### src/rtl/mem_arbiter.sv
// mem_arbiter: shares one single-port memory between instruction fetch and data access.
// Data requests win over fetches; a stalled access is aborted after TIMEOUT cycles with err.
module mem_arbiter #(
  parameter int TIMEOUT = 64
) (
  input  logic        clk,
  input  logic        rst,
  input  logic        i_req,
  input  logic [31:0] i_addr,
  output logic [31:0] i_rdata,
  output logic        i_ready,
  input  logic        d_req,
  input  logic        d_we,
  input  logic [31:0] d_addr,
  input  logic [31:0] d_wdata,
  output logic [31:0] d_rdata,
  output logic        d_ready,
  output logic        mem_req,
  output logic        mem_we,
  output logic [31:0] mem_addr,
  output logic [31:0] mem_wdata,
  input  logic [31:0] mem_rdata,
  input  logic        mem_ack,
  output logic        err
);
  typedef enum logic [1:0] {IDLE, IACC, DACC, RESP} state_t;
  state_t      state_q;
  logic [7:0]  cnt_q;
  logic        mem_req_q, mem_we_q, i_ready_q, d_ready_q, err_q;
  logic [31:0] mem_addr_q, mem_wdata_q, i_rdata_q, d_rdata_q;
  logic        done;
  // an ack on the last allowed cycle still counts as success
  assign done = mem_ack || cnt_q == 8'(TIMEOUT - 1);
  always_ff @(posedge clk or negedge rst) begin
    if (!rst) begin
      state_q     <= IDLE;
      cnt_q       <= '0;
      mem_req_q   <= 1'b0;
      mem_we_q    <= 1'b0;
      mem_addr_q  <= '0;
      mem_wdata_q <= '0;
      i_rdata_q   <= '0;
      d_rdata_q   <= '0;
      i_ready_q   <= 1'b0;
      d_ready_q   <= 1'b0;
      err_q       <= 1'b0;
    end else begin
      i_ready_q <= 1'b0;
      d_ready_q <= 1'b0;
      err_q     <= 1'b0;
      case (state_q)
        IDLE: if (d_req || i_req) begin
          state_q     <= d_req ? DACC : IACC;
          cnt_q       <= '0;
          mem_req_q   <= 1'b1;
          mem_we_q    <= d_req && d_we;
          mem_addr_q  <= d_req ? d_addr : i_addr;
          mem_wdata_q <= d_req ? d_wdata : '0;
        end
        IACC, DACC: if (done) begin
          state_q   <= RESP;
          mem_req_q <= 1'b0;
          err_q     <= !mem_ack;
          if (state_q == IACC) begin
            i_ready_q <= 1'b1;
            i_rdata_q <= mem_ack ? mem_rdata : '0;
          end else begin
            d_ready_q <= 1'b1;
            if (!mem_ack || !mem_we_q) d_rdata_q <= mem_ack ? mem_rdata : '0;
          end
        end else cnt_q <= cnt_q + 8'd1;
        default: state_q <= IDLE;
      endcase
    end
  end
  assign mem_req   = mem_req_q;
  assign mem_we    = mem_we_q;
  assign mem_addr  = mem_addr_q;
  assign mem_wdata = mem_wdata_q;
  assign i_rdata   = i_rdata_q;
  assign i_ready   = i_ready_q;
  assign d_rdata   = d_rdata_q;
  assign d_ready   = d_ready_q;
  assign err       = err_q;
endmodule

### config.mk
export PLATFORM = sky130hd
export DESIGN_NAME = mem_arbiter
export DESIGN_NICKNAME = d
export VERILOG_FILES = /design/src/rtl/mem_arbiter.sv
export SDC_FILE = /design/constraint.sdc
export NUM_CORES = 1
export LEC_CHECK = 0
export ABC_CLOCK_PERIOD_IN_PS = 2500
export BUFFER_PORTS_ARGS = -buffer_cell sky130_fd_sc_hd__buf_2
export CORE_UTILIZATION = 52
export CTS_BUF_LIST = sky130_fd_sc_hd__clkbuf_16
export CTS_CLUSTER_DIAMETER = 40
export CTS_CLUSTER_SIZE = 8
export DETAILED_ROUTE_END_ITERATION = 10
export PLACE_DENSITY = 0.86
export RECOVER_POWER = 100
export SLEW_MARGIN = 10
export SYNTH_ARGS = -nofsm -noshare
export SYNTH_HDL_FRONTEND = slang
export SYNTH_SLANG_ARGS = --single-unit
### constraint.sdc
create_clock -name clk -period 2.5 [get_ports clk]
set_clock_uncertainty 0.05 [all_clocks]
set_input_delay 0.625 -clock clk [delete_from_list [all_inputs] [get_ports clk]]
set_output_delay 0.625 -clock clk [all_outputs]
set_load 0.01 [all_outputs]
==> metrics.txt <==
Synth Instances 549; footprint of the multi-input gates 2302 um2; Reg-to-Reg End i_rdata[1]; global-route wire length before repair 27750 um; DR pass1 iterations 8; Seq/Total Area, Yosys 0.5722; worst skew pair latency 0.42 ns; n_diodes 0; drt via density 5.825; initial core utilization 0.5407; core area 11560 um2; worst vdd ir 731.0 uV; Avg Synthesized Cell Area 11.39 um2; final instance area 8070 um2; Setup Crit Path Kind reg2reg; P_leak ~0.004 uW; Yosys top cell area share 0.5722; Yosys warning total 0; CP Capture Type flop; CTS tree done; Final Wtd Congestion 0.8679; Period minus WS final 2.154 ns; Nets 938; most frequent cell after synthesis dfrtp_1; Final Setup Violations 0; Post-synth top cells dfrtp_1, a22o_1, o21ai_0, nand2_1, inv_1; Filler cells 887; Die ar. 12470 um2; Max Freq 464.2 MHz; FF-to-FF Start state_q[0]; Rows 39; share of layout cells above drive strength 1 0.2288; fin cells 956; Post-synth EDFFs 0; syn_nets about 700; Final ANT Viol Nets 0; Worst Hold Endpoint mem_wdata[11]; area delta synth->final 29.05%; initial antenna violation count 0; delay-heaviest family, CP simple AND/OR/NAND/NOR gates; Hold Buf Count CTS 0; wire per inst 18.32 um; R2R depth 7; critical path's slowest cell and2_2; Post-synth top flop dfrtp_1; Synth Register Bits 143; Die H 111.7 um; CP bufs+invs 2; crit path max fanout 33; pre-CTS setup slack 0.4293 ns; crit path DAT 2.38 ns; Total GRT Usage 0.2882; Setup TNS 0 ns; Sink Count 143; distinct cell type count after synthesis between 40 and 50; Worst-Margin Slew about 1.4 ns; via count 5569; Cells after DPL just over 900; hold_ws 0.3791 ns; Async SR Flop Fraction 1.000; hpwl dp approximately 12000 um; HP Start d_wdata[11]; # Post-CTS Setup Buffers 0; GRT overflow 0; Critical Path RT 2.72 ns; FF-to-FF setup slack 0.35 ns; crit-path most repeated cell o21ai_0; max incr delay on CP between 0.5 and 0.6 ns; WL final 17520 um; RSZ-0062 raised after global routing false; Max-cap violations 0; CP cell instances inv_1, ha_1, buf_4, nand2_1, o21ai_0, and2_2, o21ai_0; PwrDens 1395 nW/um2; post-CTS resize count 0; Max-slew headroom 0.03704; Port Buf Inserts approximately 270; Storage cell area 3578 um2; status finished with violations; Hold Path Class in2reg; failing checks DRC; CTS clk-pin slew, worst paths ~0.06 ns; clk root buf clkbuf_16; CTS max path bufs 2; die width 111.7 um; Hold Crit Depth 2; Post-Syn Area 6253 um2; 1st-iter DRT viols 584; Num CTS Buffers 17; largest net degree at the start of global routing between 50 and 60; num ports around 270; Final WS setup between 0.3 and 0.4 ns; CTS H-tree depth 4; Post-route DRC 17; top cells by area, synth dfrtp_1, a22o_1, mux2i_1; DP Area 7686 um2; final hold vios 0; CP Launch Type flop; Slew Limit Fails 0; Tcrit/Tclk final 0.8616; vias in the first global route 5470; cell accounting for the most synthesized area dfrtp_1
-- metrics by stage --
| stage | power [uW] | utilization |
|---|---|---|
| finish | 11260 | 0.6978 |
| global route | 11930 | 0.6978 |
| CTS | 11570 | 0.7160 |
| detailed placement | 8971 | 0.6646 |
| global placement | 8715 | 0.6646 |
| floorplan | 7079 | - |
-- worst reg2reg max path, stage by stage, from the launching register on --
cell and delay (ns):
dfrtp_1 0.38, inv_1 0.07, ha_1 0.31, buf_4 0.24, nand2_1 0.08, o21ai_0 0.15, and2_2 0.55, o21ai_0 0.18
-- worst max-delay path by stage --
stage                           from       endpoint  slack, ns  cells after the start
after floorplan           state_q[0]    d_rdata[10]       0.78                      7
after global placement    state_q[0]    i_rdata[10]       0.54                      7
after detailed placement  state_q[0]    i_rdata[19]       0.43                      7
after CTS                 state_q[0]     i_rdata[3]       0.40                      7
after global routing             rst  mem_wdata[25]       0.11                      2
final                     state_q[0]     i_rdata[1]       0.35                      7
-- cell type report --
cell class                      instances  area share
Tap cell                              143     0.02217
Sequential cell                       143      0.4434
Multi-Input combinational cell        321      0.2853
Clock buffer                           17     0.05271
Timing Repair Buffer                  281      0.1588
Inverter                               36     0.01674
Clock inverter                         15     0.02093
-- cells by family (layout without fill, tap and decap cells) --
family                     count (synthesis)  count (layout)  share of synthesized area
AOI/OAI and AO/OA                        187             187                     0.2179
adders and majority gates                  4               4                   0.008004
buffers and inverters                     85             349                    0.06182
DFF                                      143             143                     0.5722
muxes                                     36              36                    0.05782
and+or+nand+nor                           94              94                    0.08224
-- cells in the final DEF (no fill, tap or decap), types with 4 or more instances in the layout --
cell and instances:
a21oi_1 7, nand2_1 37, inv_1 38, nand4_1 33, a22o_1 98, clkbuf_1 134
buf_2 132, clkinvlp_4 4, buf_4 9, clkbuf_16 17, o21ai_0 67, dfrtp_1 143
mux2i_1 35, ha_1 4, a31oi_1 5
-- per-layer routing --
layer	global-route usage	share of wire	up-vias
met2	0.4952	0.51	310
met4	0.1261	0.028	0
met5	0	0	-
li1	-	-	2523
met3	0.07839	0.079	38
met1	0.3388	0.39	2698
-- registers in the layout, summed over array words and instances (netlist names), 2 cells and up --
name / flops
d_rdata: 32
mem_addr: 32
mem_wdata: 32
i_rdata: 32
cnt_q: 8
state_q: 2
-- report_power, final --
group	switching, uW	internal, uW
Combinational	2790	1800
Clock	988	1560
Sequential	730	3390
(Power assumes the default switching activity.)
